## src/rtl/rob_multi.sv

```systemverilog
// rtl/rob_multi.sv - parametrised reorder buffer with multi-port completion and multi-wide in-order retire
module rob_multi #(
  parameter int DEPTH      = 16,
  parameter int CMPL_PORTS = 2,
  parameter int RETIRE_W   = 2,
  parameter int PREG_W     = 7,
  parameter int PC_W       = 32,
  localparam int TAG_W     = $clog2(DEPTH)
) (
  input  logic                         clk,
  input  logic                         reset,
  input  logic                         write_en,
  input  logic [PREG_W-1:0]            pd_new_in,
  input  logic [PREG_W-1:0]            pd_old_in,
  input  logic [PC_W-1:0]              pc_in,
  output logic [TAG_W-1:0]             alloc_tag,
  input  logic [CMPL_PORTS-1:0]        complete_in,
  input  logic [CMPL_PORTS*TAG_W-1:0]  rob_fu,
  input  logic                         mispredict,
  input  logic [TAG_W-1:0]             mispredict_tag,
  output logic [RETIRE_W-1:0]          retire_valid,
  output logic [RETIRE_W*TAG_W-1:0]    retire_tag,
  output logic [RETIRE_W*PREG_W-1:0]   retire_pd_old,
  output logic [RETIRE_W*PREG_W-1:0]   retire_pd_new,
  output logic [RETIRE_W*PC_W-1:0]     retire_pc,
  output logic [TAG_W:0]               count,
  output logic                         full,
  output logic                         empty
);

  localparam int PTR_W = TAG_W + 1;
  localparam int KW    = $clog2(RETIRE_W + 1);

  logic [PTR_W-1:0]  head, tail;
  logic [DEPTH-1:0]  valid, done;
  logic [PREG_W-1:0] pd_new_mem [DEPTH];
  logic [PREG_W-1:0] pd_old_mem [DEPTH];
  logic [PC_W-1:0]   pc_mem     [DEPTH];

  logic              alloc;
  logic              mp_live;
  logic [PTR_W-1:0]  mp_ext;
  logic [TAG_W-1:0]  mp_rel;
  logic [KW-1:0]     ret_k;
  logic              stop;
  logic [TAG_W-1:0]  slot_idx [RETIRE_W];
  logic [DEPTH-1:0]  flush;

  always_comb begin
    count     = tail - head;
    full      = (count == PTR_W'(DEPTH));
    empty     = (count == '0);
    alloc_tag = tail[TAG_W-1:0];
    alloc     = write_en && !full && !mispredict;
  end

  // Branch position relative to head decides which entries are younger.
  always_comb begin
    mp_live = mispredict && valid[mispredict_tag];
    mp_ext  = {(mispredict_tag >= head[TAG_W-1:0]) ? head[TAG_W] : ~head[TAG_W], mispredict_tag};
    mp_rel  = mispredict_tag - head[TAG_W-1:0];
    for (int j = 0; j < DEPTH; j++) begin
      flush[j] = mp_live && valid[j] && ((TAG_W'(j) - head[TAG_W-1:0]) > mp_rel);
    end
  end

  // Retire never passes a live mispredicted branch on the same edge.
  always_comb begin
    ret_k = '0;
    stop  = 1'b0;
    for (int s = 0; s < RETIRE_W; s++) begin
      slot_idx[s] = head[TAG_W-1:0] + TAG_W'(s);
      if (!stop && valid[slot_idx[s]] && done[slot_idx[s]] &&
          !(mp_live && (TAG_W'(s) > mp_rel))) begin
        ret_k = ret_k + KW'(1);
      end else begin
        stop = 1'b1;
      end
    end
  end

  always_ff @(posedge clk or negedge reset) begin
    if (!reset) begin
      head          <= '0;
      tail          <= '0;
      valid         <= '0;
      done          <= '0;
      retire_valid  <= '0;
      retire_tag    <= '0;
      retire_pd_old <= '0;
      retire_pd_new <= '0;
      retire_pc     <= '0;
    end else begin
      for (int i = 0; i < CMPL_PORTS; i++) begin
        if (complete_in[i] && valid[rob_fu[i*TAG_W +: TAG_W]]) begin
          done[rob_fu[i*TAG_W +: TAG_W]] <= 1'b1;
        end
      end
      for (int s = 0; s < RETIRE_W; s++) begin
        if (KW'(s) < ret_k) begin
          valid[slot_idx[s]] <= 1'b0;
          done[slot_idx[s]]  <= 1'b0;
        end
      end
      for (int j = 0; j < DEPTH; j++) begin
        if (flush[j]) begin
          valid[j] <= 1'b0;
          done[j]  <= 1'b0;
        end
      end
      if (alloc) begin
        valid[tail[TAG_W-1:0]] <= 1'b1;
        done[tail[TAG_W-1:0]]  <= 1'b0;
      end
      head <= head + PTR_W'(ret_k);
      if (mp_live) begin
        tail <= mp_ext + PTR_W'(1);
      end else if (alloc) begin
        tail <= tail + PTR_W'(1);
      end
      for (int s = 0; s < RETIRE_W; s++) begin
        retire_valid[s] <= (KW'(s) < ret_k);
        if (KW'(s) < ret_k) begin
          retire_tag[s*TAG_W +: TAG_W]     <= slot_idx[s];
          retire_pd_old[s*PREG_W +: PREG_W] <= pd_old_mem[slot_idx[s]];
          retire_pd_new[s*PREG_W +: PREG_W] <= pd_new_mem[slot_idx[s]];
          retire_pc[s*PC_W +: PC_W]         <= pc_mem[slot_idx[s]];
        end else begin
          retire_tag[s*TAG_W +: TAG_W]     <= '0;
          retire_pd_old[s*PREG_W +: PREG_W] <= '0;
          retire_pd_new[s*PREG_W +: PREG_W] <= '0;
          retire_pc[s*PC_W +: PC_W]         <= '0;
        end
      end
    end
  end

  // Payload needs no reset: it is only read while its valid bit is set.
  always_ff @(posedge clk) begin
    if (alloc) begin
      pd_new_mem[tail[TAG_W-1:0]] <= pd_new_in;
      pd_old_mem[tail[TAG_W-1:0]] <= pd_old_in;
      pc_mem[tail[TAG_W-1:0]]     <= pc_in;
    end
  end

endmodule
```

## config.mk

```make
export PLATFORM = sky130hd
export DESIGN_NAME = rob_multi
export DESIGN_NICKNAME = d
export VERILOG_FILES = /design/src/rtl/rob_multi.sv
export SDC_FILE = /design/constraint.sdc
export NUM_CORES = 1
export LEC_CHECK = 0
export ABC_AREA = 1
export BUFFER_PORTS_ARGS = -buffer_cell sky130_fd_sc_hd__buf_2
export CORE_ASPECT_RATIO = 0.7
export CORE_MARGIN = 4
export CORE_UTILIZATION = 56
export DETAILED_ROUTE_END_ITERATION = 7
export GPL_TIMING_DRIVEN = 0
export PLACE_DENSITY_LB_ADDON = 0.08
export REMOVE_ABC_BUFFERS = 1
export SKIP_CTS_REPAIR_TIMING = 1
export SLEW_MARGIN = 20
export SYNTH_ARGS = -nofsm -noshare
export SYNTH_HDL_FRONTEND = slang
export SYNTH_SLANG_ARGS = --single-unit
```

## constraint.sdc

```tcl
create_clock -name clk -period 6.2 [get_ports clk]
set_clock_uncertainty 0.1 [all_clocks]
set_input_delay 0.31 -clock clk [delete_from_list [all_inputs] [get_ports clk]]
set_output_delay 0.31 -clock clk [all_outputs]
set_load 0.03 [all_outputs]
```

* After elaboration in Yosys (flattened, before gate mapping)
Memories as Yosys holds them, arrays and structs flattened.
Index checks and enable logic that the tools add are counted.
** Operators by class
- Add/subtract/negate cells :: 23
- Order comparisons :: 32
- Equal/unequal tests :: 1
- Muxes and demuxes :: 79
- Bitwise logic cells :: 12
- Reductions and logical operators :: 55
** Operators by type and width (count)
- $mux W16 :: 8
- $and A16 B16 Y16 :: 5
- $gt A4 B4 Y1 :: 16
- $mux W32 :: 2
- $logic_and A1 B1 Y1 :: 49
- $mux W1 :: 48
- $not A16 Y16 :: 3
- $or A16 B16 Y16 :: 3
- $sub A4 B4 Y4 const A :: 8
- $lt A4 B5 Y1 const B :: 6
- $bmux W1 S4 :: 7
- $mux W7 :: 4
- $demux W1 S4 :: 5
- $ge A4 B1 Y1 const B :: 5
- $sub A3 B4 Y4 const A :: 4
- $add A5 B1 Y5 const B :: 2
- $mux W5 :: 2
- $gt A1 B4 Y1 const A :: 2
- $mux W4 :: 2
- $sub A1 B4 Y4 const A :: 2
- $sub A2 B4 Y4 const A :: 2
- $add A5 B2 Y5 :: 1
- $eq A5 B5 Y1 const B :: 1
- $logic_not A5 Y1 :: 1
- 10 further kinds :: 14
** Storage, ports and cells
- Register bits :: 144
- Bits in writable memories :: 736
- Output and inout bits :: 113
- Logic and storage cells :: 214
- Memories kept :: 3
** Memories
- pc_mem :: depth 16, width 32, read ports 2, clocked after memory_dff 0, write ports 1, RTL line 38 : logic [PC_W-1:0] pc_mem [DEPTH];
- pd_new_mem :: depth 16, width 7, read ports 2, clocked after memory_dff 0, write ports 1, RTL line 36 : logic [PREG_W-1:0] pd_new_mem [DEPTH];
- pd_old_mem :: depth 16, width 7, read ports 2, clocked after memory_dff 0, write ports 1, RTL line 37 : logic [PREG_W-1:0] pd_old_mem [DEPTH];

* Longest topological paths before layout
- Word-level depth :: 17
- Gate-level depth with buffers :: 24
- Gate-level depth less buffers :: 18

* Worst setup path after synthesis
No wires, ideal clock.
- Path type :: register to register
- Start :: register head[2]
- End :: memory pc_mem[12][0] (enable)
- Arrival :: 6.043 ns
- Required time :: 5.591 ns
- Slack :: -0.452 ns
- Stages on the path, launching flop included :: 12
- Clock period less this slack :: 6.652 ns
- Path through :: dfrtp_1 -> buf_4 -> inv_1 -> buf_4 -> clkbuf_1 -> clkbuf_1 -> ha_1 -> xnor2_1 -> nor3_1 -> nand3_1 -> nand2_2 -> nor3_1
** On the way
- Word-level cells in the longest chain between the ends :: 7
** Ends and longest elaborated chain
- from (decl) :: RTL line 34 : logic [PTR_W-1:0] head, tail;
- from (signal assigned) :: RTL line 115 : head <= head + PTR_W'(ret_k);
- $sub A5 B5 Y5 :: RTL line 50 : count = tail - head;
- named net count[2] :: RTL line 26 : output logic [TAG_W:0] count,
- $eq A5 B5 Y1 :: RTL line 51 : full = (count == PTR_W'(DEPTH));
- $logic_not A1 Y1 :: RTL line 54 : alloc = write_en && !full && !mispredict;
- $logic_and A1 B1 Y1 (2 in series) :: RTL line 54
- $mux W1 :: RTL line 140 : if (alloc) begin
- $mux W1 (not written as such) :: RTL line 143 : pc_mem[tail[TAG_W-1:0]] <= pc_in;
- to (decl) :: RTL line 38
The timed path passes the listed nets, and every way through them passes these cells.

* Final worst setup path
- Start :: register head[0]
- End :: register retire_pd_old[11]
** On the way
- Word-level cells in the longest chain between the ends :: 11
- Elaborated cells on any way between the ends :: 27
- Classes of those cells :: add/sub (3); order compare (3); mux (11); reduce/logical (9); memory (1)
** Ends and longest elaborated chain
- parallel branches: the longest is 8 deep, another holds $sub A4 B4 Y4
- $mux W2 * :: RTL line 73 : if (!stop && valid[slot_idx[s]] && done[slot_idx[s]] &&
- named net ret_k[1] :: RTL line 44 : logic [KW-1:0] ret_k;
- $lt A1 B2 Y1 * :: RTL line 123 : if (KW'(s) < ret_k) begin
- $mux W7 * :: RTL line 123
- to (signal, indexed assignment) :: RTL line 125 : retire_pd_old[s*PREG_W +: PREG_W] <= pd_old_mem[slot_idx[s]];
- to (decl) :: RTL line 23 : output logic [RETIRE_W*PREG_W-1:0] retire_pd_old,
Mark *: on every way through the listed nets, which the timed path passes. The select of a mux whose other input is x is not followed.
A chain may end at the register's enable or synchronous reset.

==> impl_metrics.json <==
{
  "ant_nets": 0,
  "min_to": "done[12]",
  "die_w_um": 339.4,
  "path_class": "reg2reg",
  "p_leak_nw": 18.61,
  "setup_ws_ns": 0.2345,
  "nets": 4456,
  "worst_pin_slew_ns": 1.043,
  "final_cell_mix": "nand2_1, edfxtp_1, a21oi_1, o21ai_0, inv_1",
  "use_met2_pct": 46.47,
  "worstPathArrival_ns": 6.39,
  "wl_per_cell_um": 23.95,
  "drcViolationCount": 0,
  "first_pass_iters": 6,
  "boundaryPins": 177,
  "critPathCaptureType": "flip-flop",
  "min-delay-start": "complete_in[1]",
  "synthDominantCellAreaShare_pct": 51.34,
  "place_congestion": 0.9451,
  "synth.avg_cell_area_um2": 10.07,
  "synthArstFlopShare_pct": 16.36,
  "vias": 34288,
  "initial_core_util_pct": 56.89,
  "layout-drive-gt1-share_pct": 9.959,
  "overflow": 0,
  "die_h_um": 240.0,
  "rsz0062_at_grt": "false",
  "cts_root_buffer": "clkbuf_16",
  "vdd_drop_max_mv": 0.5345,
  "cts_tree": "yes",
  "yosys-top-cells-area": "edfxtp_1, dfrtp_1, a21oi_1",
  "finalWirelength_mm": 129.4,
  "syn2layout_area_growth_pct": 12.67,
  "fmax_mhz": 167.6,
  "tns_ns": 0,
  "via_per_inst": 6.347,
  "ys_seq_area_share_pct": 59.71,
  "grt_usage_pct": 30.68,
  "antenna_found_initial": 4,
  "grt_util_met3_pct": 5.553,
  "synth_edf_count": 736,
  "holdPathStages": 5,
  "htree_levels": 3,
  "power.density_nw_per_um2": 551.3,
  "fin_crit_ns": 5.966,
  "worstSetupStartpointType": "flip-flop",
  "synthFlopType": "edfxtp_1",
  "yosysWarningCount": 0,
  "final_max_slew_viol_count": 0,
  "post-place-ws_ns": -1.420,
  "syn_area_um2": 43050,
  "max-cap-violations": 0,
  "placedInstanceArea_um2": 45100,
  "clkSlewWorstSetupHoldPaths_ns": 0.06,
  "busiest_layer": "met2",
  "yosys_register_bits": 880,
  "final-setup-viol-count": 0,
  "dp_hpwl_mm": 73.32,
  "max_slew_margin_pct": 29.99,
  "final_area_um2": 48500,
  "post-route-period-util_pct": 96.22,
  "ff2ff_setup_slack_ns": 0.23,
  "insertion_delay_ns": 0.65,
  "status": "completed",
  "final_common_cell": "nand2_1",
  "worst_r2r_endpoint": "retire_pd_old[11]",
  "drt_iter0_drc": 4641,
  "grt_max_degree": 147,
  "hold_viol": 0,
  "cts_made_buffers": 86,
  "r2r_start": "head[0]",
  "core-area_um2": 75670,
  "grt_first_pass_wirelength_mm": 190.7,
  "crit_fanout": 114,
  "portBuffers": 176,
  "clk_path_buf_depth": 3,
  "grt_pass1_vias": 30570,
  "syn_inst": 4274,
  "yosysTopAreaCell": "edfxtp_1",
  "worstRegToRegCells": 17,
  "cp_data_required_time_ns": 6.63,
  "dieArea_um2": 81440,
  "min_path_type": "in2reg",
  "met1_usage_pct": 45.54,
  "synth.distinct_cells": 44,
  "row_count": 84,
  "cts_num_sinks": 880
}
## sequential cells by signal, indices dropped and copies added, names as in the netlist
| signal | cells |
|---|---|
| retire_valid | 2 |
| retire_pc | 64 |
| retire_pd_new | 14 |
| pd_old_mem | 112 |
| retire_tag | 8 |
| retire_pd_old | 14 |
| tail | 5 |
| head | 5 |
| pc_mem | 512 |
| done | 16 |
| valid | 16 |
| pd_new_mem | 112 |
## cells by family (layout without fill, tap and decap cells)
logic type	after synthesis	in the layout	share of synthesized area (%)
XOR/XNOR	16	16	0.3691
other	0	5	0
buffers and inverters	653	787	6.763
AO/OA/AOI/OAI	1520	1520	20.69
adder cells (fa/ha/maj)	55	55	1.668
AND/OR/NAND/NOR	1150	1150	10.80
flip-flops	880	880	59.71
## power breakdown
group / leakage (nW) / internal (mW) / total [mW] / switching [mW]
Clock: 1.36 / 2.98 / 5.23 / 2.25
Sequential: 8.56 / 6.99 / 7.52 / 0.526
Combinational: 8.69 / 4.43 / 14.0 / 9.56
Total: 18.6 / 14.4 / 26.7 / 12.3
## cell usage after synthesis (16+ instances only)
library cell,number
ha_1,51
inv_1,316
o22ai_1,56
edfxtp_1,736
a32oi_1,16
buf_2,155
nand4_1,21
a211oi_1,75
o211ai_1,38
a22oi_1,118
o311ai_1,19
a221oi_1,39
a32o_1,24
o31ai_1,19
nand3_1,128
nand2_1,754
buf_1,29
buf_4,41
nor3_1,38
a31oi_1,42
o21ai_0,361
dfrtp_1,144
o311ai_0,16
nor2_1,188
a21oi_1,652
o21ai_1,16
clkbuf_1,89
## worst max-delay path, cell delays in order, from the launching register on
cell,delay (ns)
dfrtp_4,0.77
buf_16,0.34
inv_8,0.49
o21ai_1,0.22
nand2_4,0.67
inv_2,0.34
buf_12,0.27
nand3_1,0.14
nand2_1,0.09
inv_1,0.08
nand3_1,0.11
nor3_2,0.20
ha_4,0.40
inv_2,0.36
nor2_4,0.26
buf_4,0.29
o31ai_1,0.11
a21oi_1,0.31
## metal layers
metal / up-vias / routed length, um
met2: 1982 / 57000
met4: 2 / 3798
li1: 15601 / -
met1: 16434 / 54430
met5: - / 15
met3: 269 / 14120
## final cells by class
cell class	instances	area [um^2]
Multi-Input combinational cell	2741	14510
Inverter	324	1286
Tap cell	989	1237
Sequential cell	880	25720
Clock inverter	42	410.4
Antenna cell	5	12.51
Timing Repair Buffer	304	2959
Fill cell	5976	27170
Clock buffer	117	2371
## worst max-delay path by stage
stage	start	to	slack, ns	depth (start not counted)
after floorplan	head[0]	retire_pc[34]	-37.77	15
after global placement	head[0]	retire_pd_old[11]	-77.57	15
after detailed placement	head[0]	retire_pc[44]	-1.42	16
after CTS	head[0]	retire_pc[44]	-1.47	16
after global routing	head[0]	retire_pd_old[11]	0.03	18
final	head[0]	retire_pd_old[11]	0.23	17
## through the flow
step / power [mW] / hold slack, ns / utilization, % / cells
final: 26.74 / 0.02665 / 64.10 / 5402
after global routing: 28.24 / 0.02589 / 64.08 / 5398
after CTS: 26.27 / -0.4471 / 63.27 / 5339
after detailed placement: 21.04 / 0.2379 / 59.59 / 5180
after global placement: 17.39 / 0.3804 / 57.45 / 5110
after floorplan: 14.58 / -0.08559 / - / 3945
Note: power is estimated with default switching activity, not from simulation.
